==> src/rtl/buzzer_if.sv <==
// Request/tone bus between the keypad/RTC control logic and the buzzer sequencer.
// The master raises requests; the slave (buzzer_ctrl) drives the tone outputs.
interface buzzer_if;
  logic        key_req;
  logic        err_req;
  logic        alarm_on;
  logic [12:0] pwm_freq;
  logic        buzzer_en;
  logic [1:0]  active_src;
  logic        busy;

  modport master (
    output key_req, err_req, alarm_on,
    input  pwm_freq, buzzer_en, active_src, busy
  );

  modport slave (
    input  key_req, err_req, alarm_on,
    output pwm_freq, buzzer_en, active_src, busy
  );
endinterface

==> src/rtl/buzzer_ctrl.sv <==
// Tone-pattern sequencer: turns key/error/alarm requests into timed on/off beeps
// with fixed priority alarm > error > key, feeding the square-wave buzzer generator.
module buzzer_ctrl #(
  parameter int unsigned sys_clk_freq = 100_000_000,
  parameter int unsigned KEY_FREQ     = 2000,
  parameter int unsigned KEY_MS       = 50,
  parameter int unsigned ERR_FREQ     = 500,
  parameter int unsigned ERR_ON_MS    = 100,
  parameter int unsigned ERR_OFF_MS   = 100,
  parameter int unsigned ALM_FREQ     = 4000,
  parameter int unsigned ALM_ON_MS    = 200,
  parameter int unsigned ALM_OFF_MS   = 300
) (
  input  logic   clk,
  input  logic   reset_p,
  buzzer_if.slave bus
);

  localparam int unsigned TICK = sys_clk_freq / 1000;
  localparam int unsigned PW   = (TICK > 1) ? $clog2(TICK) : 1;

  typedef enum logic [2:0] {
    IDLE, KEY_ON, ERR_ON1, ERR_GAP, ERR_ON2, ALM_ON, ALM_GAP
  } state_t;

  state_t        state, state_n;
  logic          key_pend, key_pend_n;
  logic [PW-1:0] presc;
  logic [31:0]   phase;
  logic          ms_tick, done, entry;
  logic          in_alm, in_err;

  logic [12:0]   pwm_freq_q, pwm_freq_n;
  logic          buzzer_en_q;
  logic [1:0]    active_src_q;
  logic          busy_q;

  function automatic logic is_on(input state_t s);
    return (s == KEY_ON) || (s == ERR_ON1) || (s == ERR_ON2) || (s == ALM_ON);
  endfunction

  function automatic logic [1:0] src_of(input state_t s);
    case (s)
      KEY_ON:                   return 2'b01;
      ERR_ON1, ERR_GAP, ERR_ON2: return 2'b10;
      ALM_ON, ALM_GAP:          return 2'b11;
      default:                  return 2'b00;
    endcase
  endfunction

  function automatic logic [12:0] tone_of(input state_t s);
    case (s)
      ERR_ON1, ERR_ON2: return 13'(ERR_FREQ);
      ALM_ON:           return 13'(ALM_FREQ);
      default:          return 13'(KEY_FREQ);
    endcase
  endfunction

  function automatic logic [31:0] dur_of(input state_t s);
    case (s)
      KEY_ON:           return 32'(KEY_MS);
      ERR_ON1, ERR_ON2: return 32'(ERR_ON_MS);
      ERR_GAP:          return 32'(ERR_OFF_MS);
      ALM_ON:           return 32'(ALM_ON_MS);
      ALM_GAP:          return 32'(ALM_OFF_MS);
      default:          return 32'd1;
    endcase
  endfunction

  assign ms_tick = (presc == PW'(TICK - 1));
  assign done    = ms_tick && (phase == dur_of(state) - 32'd1);
  assign in_alm  = (state == ALM_ON) || (state == ALM_GAP);
  assign in_err  = (state == ERR_ON1) || (state == ERR_GAP) || (state == ERR_ON2);
  assign entry   = (state_n != state);

  always_comb begin
    state_n    = state;
    key_pend_n = key_pend;
    if (bus.alarm_on && !in_alm) begin
      // Alarm takes over from anything; whatever was playing or queued is dropped.
      state_n    = ALM_ON;
      key_pend_n = 1'b0;
    end else if (in_alm) begin
      if (!bus.alarm_on)                  state_n = IDLE;
      else if (done && state == ALM_ON)   state_n = ALM_GAP;
      else if (done)                      state_n = ALM_ON;
    end else if (bus.err_req && (state == IDLE || state == KEY_ON)) begin
      state_n = ERR_ON1;
      if (state == IDLE && bus.key_req) key_pend_n = 1'b1;
    end else if (in_err) begin
      if (bus.key_req) key_pend_n = 1'b1;
      if (done) begin
        case (state)
          ERR_ON1: state_n = ERR_GAP;
          ERR_GAP: state_n = ERR_ON2;
          default: state_n = IDLE;
        endcase
      end
    end else if (state == IDLE) begin
      if (bus.key_req || key_pend) begin
        state_n    = KEY_ON;
        key_pend_n = 1'b0;
      end
    end else if (done) begin
      state_n = IDLE;
    end

    pwm_freq_n = pwm_freq_q;
    if (entry && is_on(state_n)) pwm_freq_n = tone_of(state_n);
  end

  always_ff @(posedge clk or posedge reset_p) begin
    if (reset_p) begin
      state        <= IDLE;
      key_pend     <= 1'b0;
      presc        <= '0;
      phase        <= '0;
      pwm_freq_q   <= 13'(KEY_FREQ);
      buzzer_en_q  <= 1'b0;
      active_src_q <= 2'b00;
      busy_q       <= 1'b0;
    end else begin
      state        <= state_n;
      key_pend     <= key_pend_n;
      presc        <= (entry || ms_tick) ? '0 : presc + PW'(1);
      phase        <= entry ? '0 : (ms_tick ? phase + 32'd1 : phase);
      pwm_freq_q   <= pwm_freq_n;
      buzzer_en_q  <= is_on(state_n);
      active_src_q <= src_of(state_n);
      busy_q       <= (state_n != IDLE);
    end
  end

  assign bus.pwm_freq   = pwm_freq_q;
  assign bus.buzzer_en  = buzzer_en_q;
  assign bus.active_src = active_src_q;
  assign bus.busy       = busy_q;

endmodule
==> src/flat_wrapper.sv <==
// flat-port wrapper written by rule: the top's interface ports become plain ports
module buzzer_ctrl_flat 
#(
  parameter int unsigned sys_clk_freq = 100_000_000,
  parameter int unsigned KEY_FREQ     = 2000,
  parameter int unsigned KEY_MS       = 50,
  parameter int unsigned ERR_FREQ     = 500,
  parameter int unsigned ERR_ON_MS    = 100,
  parameter int unsigned ERR_OFF_MS   = 100,
  parameter int unsigned ALM_FREQ     = 4000,
  parameter int unsigned ALM_ON_MS    = 200,
  parameter int unsigned ALM_OFF_MS   = 300
)
  (clk, reset_p, bus_key_req, bus_err_req, bus_alarm_on, bus_pwm_freq, bus_buzzer_en, bus_active_src, bus_busy);
  buzzer_if bus_i ();
  input  logic clk;
  input  logic reset_p;
  input wire logic [$bits(bus_i.key_req)-1:0] bus_key_req;
  input wire logic [$bits(bus_i.err_req)-1:0] bus_err_req;
  input wire logic [$bits(bus_i.alarm_on)-1:0] bus_alarm_on;
  output wire logic [$bits(bus_i.pwm_freq)-1:0] bus_pwm_freq;
  output wire logic [$bits(bus_i.buzzer_en)-1:0] bus_buzzer_en;
  output wire logic [$bits(bus_i.active_src)-1:0] bus_active_src;
  output wire logic [$bits(bus_i.busy)-1:0] bus_busy;
  assign bus_i.key_req = bus_key_req;
  assign bus_i.err_req = bus_err_req;
  assign bus_i.alarm_on = bus_alarm_on;
  assign bus_pwm_freq = bus_i.pwm_freq;
  assign bus_buzzer_en = bus_i.buzzer_en;
  assign bus_active_src = bus_i.active_src;
  assign bus_busy = bus_i.busy;
  buzzer_ctrl #(.sys_clk_freq(sys_clk_freq), .KEY_FREQ(KEY_FREQ), .KEY_MS(KEY_MS), .ERR_FREQ(ERR_FREQ), .ERR_ON_MS(ERR_ON_MS), .ERR_OFF_MS(ERR_OFF_MS), .ALM_FREQ(ALM_FREQ), .ALM_ON_MS(ALM_ON_MS), .ALM_OFF_MS(ALM_OFF_MS)) u_core (.clk(clk), .reset_p(reset_p), .bus(bus_i));
endmodule
==> config.mk <==
export PLATFORM = sky130hd
export DESIGN_NAME = buzzer_ctrl_flat
export DESIGN_NICKNAME = d
export VERILOG_FILES = /design/src/rtl/buzzer_if.sv /design/src/rtl/buzzer_ctrl.sv /design/src/flat_wrapper.sv
export SDC_FILE = /design/constraint.sdc
export NUM_CORES = 1
export LEC_CHECK = 0
export BUFFER_PORTS_ARGS = -buffer_cell sky130_fd_sc_hd__buf_4
export CELL_PAD_IN_SITES_DETAIL_PLACEMENT = 2
export CELL_PAD_IN_SITES_GLOBAL_PLACEMENT = 2
export CORE_UTILIZATION = 34
export DETAILED_ROUTE_END_ITERATION = 16
export PLACE_DENSITY_LB_ADDON = 0.1
export SLEW_MARGIN = 40
export SYNTH_ARGS = -nofsm -noshare
export SYNTH_HDL_FRONTEND = slang
export SYNTH_SLANG_ARGS = --single-unit
==> constraint.sdc <==
create_clock -name clk -period 2.6 [get_ports clk]
set_input_delay 0.78 -clock clk [delete_from_list [all_inputs] [get_ports clk]]
set_output_delay 0.78 -clock clk [all_outputs]
set_load 0.02 [all_outputs]
==> metrics <==
CTS tree yes; slack of the critical path -490 ps; critical path class flip-flop to flip-flop; pin slew with the least headroom to its limit 610 ps; clk_skew 7.97 ps; Worst-Skew Late Latency 350 ps; Final Setup Violations 60; Switching Power 1.99 mW; Max Fclk 324 MHz; status finished, violations left; Worst path most repeated cell buf_6; Pwr Density 916 mW/mm^2; Sum Neg Setup Slack -21,310 ps; Slowest cell on crit path a2111oi_4; Vias 3,474; maximum VDD drop 0.492 mV; Pleak 2.28 nW; FP Rows 37; DRC Markers 0; GRT Total Usage 23.9%; drt via density 5.33; crit-path max FO 5; Mean Syn Cell Area 8.96 sq um; nets 519; Final Critical Period 3090 ps; Synth Area in Compound Gates 8.61%; die height 105 um; Distinct cells, synth 63; Cell Area, Synth 0.00362 sq mm; crit-path leading delay family compound AO/OA/AOI/OAI gates; CP Buf/Inv Count 2; RSZ-0062 raised after global routing true; n_diodes 0; HP Class primary input to asynchronous set/reset pin; DR pass1 iterations 4; maxcap violations 0; Net Sw Frac 42.0%; Synth Area in Adders 0.691%; vias in the first global route 3,797; CTS buffer count 9; Final Hold Viols 0; fraction of layout cells with a size suffix above 1 39.3%; FF+latch count, synth 62; simple-gate share of the synthesized area 27.8%; commonest non-fill, non-tap cells in the layout 104 x buf_4, 59 x dfrtp_1, 45 x nor2_1, 34 x nand2_1, 27 x xor2_1; Fillers 1,103; DP HPWL 7800 um; CP max stage delay 490 ps; DR iter-0 viols 157; Max Root-Sink Buffers 2; Pint 2.75 mW; first-pass GRT wire length 20,300 um; Final Max Tran Viols 0; Horiz. Die Dim 105 um; Syn Inst Count 404; clock power share 16.8%; multiplexer area fraction after synthesis 1.14%; CP arrival 3330 ps; initial antenna violation count 0; largest family of logic cells by synthesized area simple AND/OR/NAND/NOR gates; failing checks setup timing; gpl congestion 0.776; CP Capture Type flip-flop; Final Cycle Share 119%; Async SR Flop Fraction 100%; IO Port Bufs 15; Relative slew margins 59.3%; crit path cell chain and3b_2, a2111oi_4, o32ai_4, nor2_2, buf_6, nand2_4, buf_6, o21ai_0, a21o_2, nor2b_4, nand2_2, a22o_1; CTS Hold Bufs 0; die area 0.0111 sq mm; pin count of the biggest net entering global routing 27; IO Count 22; Core Area 0.0103 sq mm; XOR/XNOR Fraction of Synth Area 11.8%; Seq/Total Area, Yosys 42.9%; register clock-pin slew on the reported worst setup and hold paths 70 ps; # clock sinks 62; Detail Route Antenna Nets 0; grt total ovfl 0; area grow syn2layout 42.9%; Final Util 50.1%; Crit path required time 2840 ps; Critical Path Source Type flip-flop; post-route cell area 0.00517 sq mm; number of flops mapped to enable cells by yosys 0; WL final 14,400 um; overall power 4.74 mW; Flop pwr share 24.7%; dpl cell area 0.00436 sq mm; Initial Utilization 35.1%; Primary FF master, synth dfrtp_1; Comb power frac 58.5%; Synthesis Warnings 0; H-tree lvl count 3; Routed wire per std cell 22.1 um; most common cell after layout, fill and taps aside buf_4; CTS root buffer clkbuf_8; DP Worst Slack -298 ps
## sequential cells by signal, indices dropped and copies added (netlist names)
| name | cells |
|---|---|
| u_core.bus.buzzer_en | 1 |
| u_core.state | 3 |
| u_core.bus.pwm_freq | 5 |
| u_core.key_pend | 1 |
| u_core.bus.busy | 1 |
| u_core.bus.active_src | 2 |
| u_core.presc | 17 |
| u_core.phase | 32 |
## stage by stage
step / hold slack (ps) / cells
floorplan: 452 / 408
global placement: 466 / 613
detailed placement: 487 / 613
CTS: 502 / 640
global route: 529 / 652
finish: 504 / 652
## synthesized netlist by cell type (all sizes together) (3+ instances only)
library cell / instances / area [sq um]
and4: 3 / 26.3
nor3: 9 / 45.0
nor4: 9 / 77.6
nor2b: 5 / 31.3
nand2b: 3 / 18.8
nand3b: 3 / 22.5
a21oi: 12 / 60.1
nand4: 11 / 68.8
nand2: 39 / 156
inv: 11 / 41.3
a211oi: 5 / 37.5
clkbuf: 10 / 77.6
buf: 20 / 128
and3: 13 / 82.6
o21ai: 7 / 35.0
mux2i: 3 / 30.0
nor2: 70 / 263
nand3: 20 / 100
or3: 4 / 26.3
dfrtp: 60 / 1500
xnor2: 20 / 175
xor2: 28 / 253
## path summary, 6_finish.rpt
kind / start / to / slack, ps / cells past startpoint
max reg2reg: u_core.state[2]$_DFF_PP0_ / u_core.bus.pwm_freq[5]$_DFFE_PP0P_ / -490 / 12
max: u_core.state[2]$_DFF_PP0_ / u_core.bus.pwm_freq[5]$_DFFE_PP0P_ / -490 / 12
max in group asynchronous: reset_p / u_core.presc[10]$_DFF_PP0_ / 1430 / 3
min: reset_p / u_core.phase[19]$_DFFE_PP0N_ / 500 / 2
min reg2reg: u_core.bus.pwm_freq[11]$_DFFE_PP0P_ / u_core.bus.pwm_freq[11]$_DFFE_PP0P_ / 510 / 1
min in group clk: u_core.bus.pwm_freq[11]$_DFFE_PP0P_ / u_core.bus.pwm_freq[11]$_DFFE_PP0P_ / 510 / 1
## power by group through the flow
stage          Combinational (mW)  Sequential [mW]  Clock, mW
2_1_floorplan               0.968             1.24          0
3_3_place_gp                 1.59             1.17          0
3_5_place_dp                 1.64             1.17          0
4_1_cts                      2.14             1.16      0.799
5_1_grt                      2.91             1.18      0.852
6_report                     2.77             1.17      0.796
## kinds of logic after synthesis
| family | Yosys count |
|---|---|
| buf+inv | 41 |
| flops | 62 |
| compound gates | 45 |
| fa+ha+maj | 2 |
| other cells | 2 |
| xor+xnor | 48 |
| mux | 4 |
| simple gates | 200 |
## cell type report
type / count / area [sq um] / share of cell area [%]
Multi-Input combinational cell: 305 / 2160 / 41.8
Sequential cell: 62 / 1560 / 30.1
Timing Repair Buffer: 123 / 1080 / 20.8
Tap cell: 136 / 170 / 3.29
Clock buffer: 14 / 163 / 3.14
Inverter: 11 / 41.3 / 0.798
Clock inverter: 1 / 5.00 / 0.0967
## routing by layer
layer / vias to the layer above / track usage (%) / share of wire [%]
li1: 1575 / - / -
met1: 1807 / 28.1 / 40
met2: 61 / 43.0 / 55
met3: 31 / 4.12 / 2.2
met4: 0 / 9.15 / 2.8
met5: - / 0 / 0
## what timing repair did
action                     CTS  global route
buffers inserted            11            13
gates cloned                 2             2
setup endpoints to repair   58            60
pin swaps                    4            23
resized for setup           29            73
## worst reg2reg max path, delay by kind of cell (launching register included)
family,cells,cell delay (ps)
AND/OR/NAND/NOR,5,860
AO/OA/AOI/OAI,5,1370
buffers and inverters,2,300
flip-flops,1,450
Note: power is estimated with default switching activity, not from simulation.
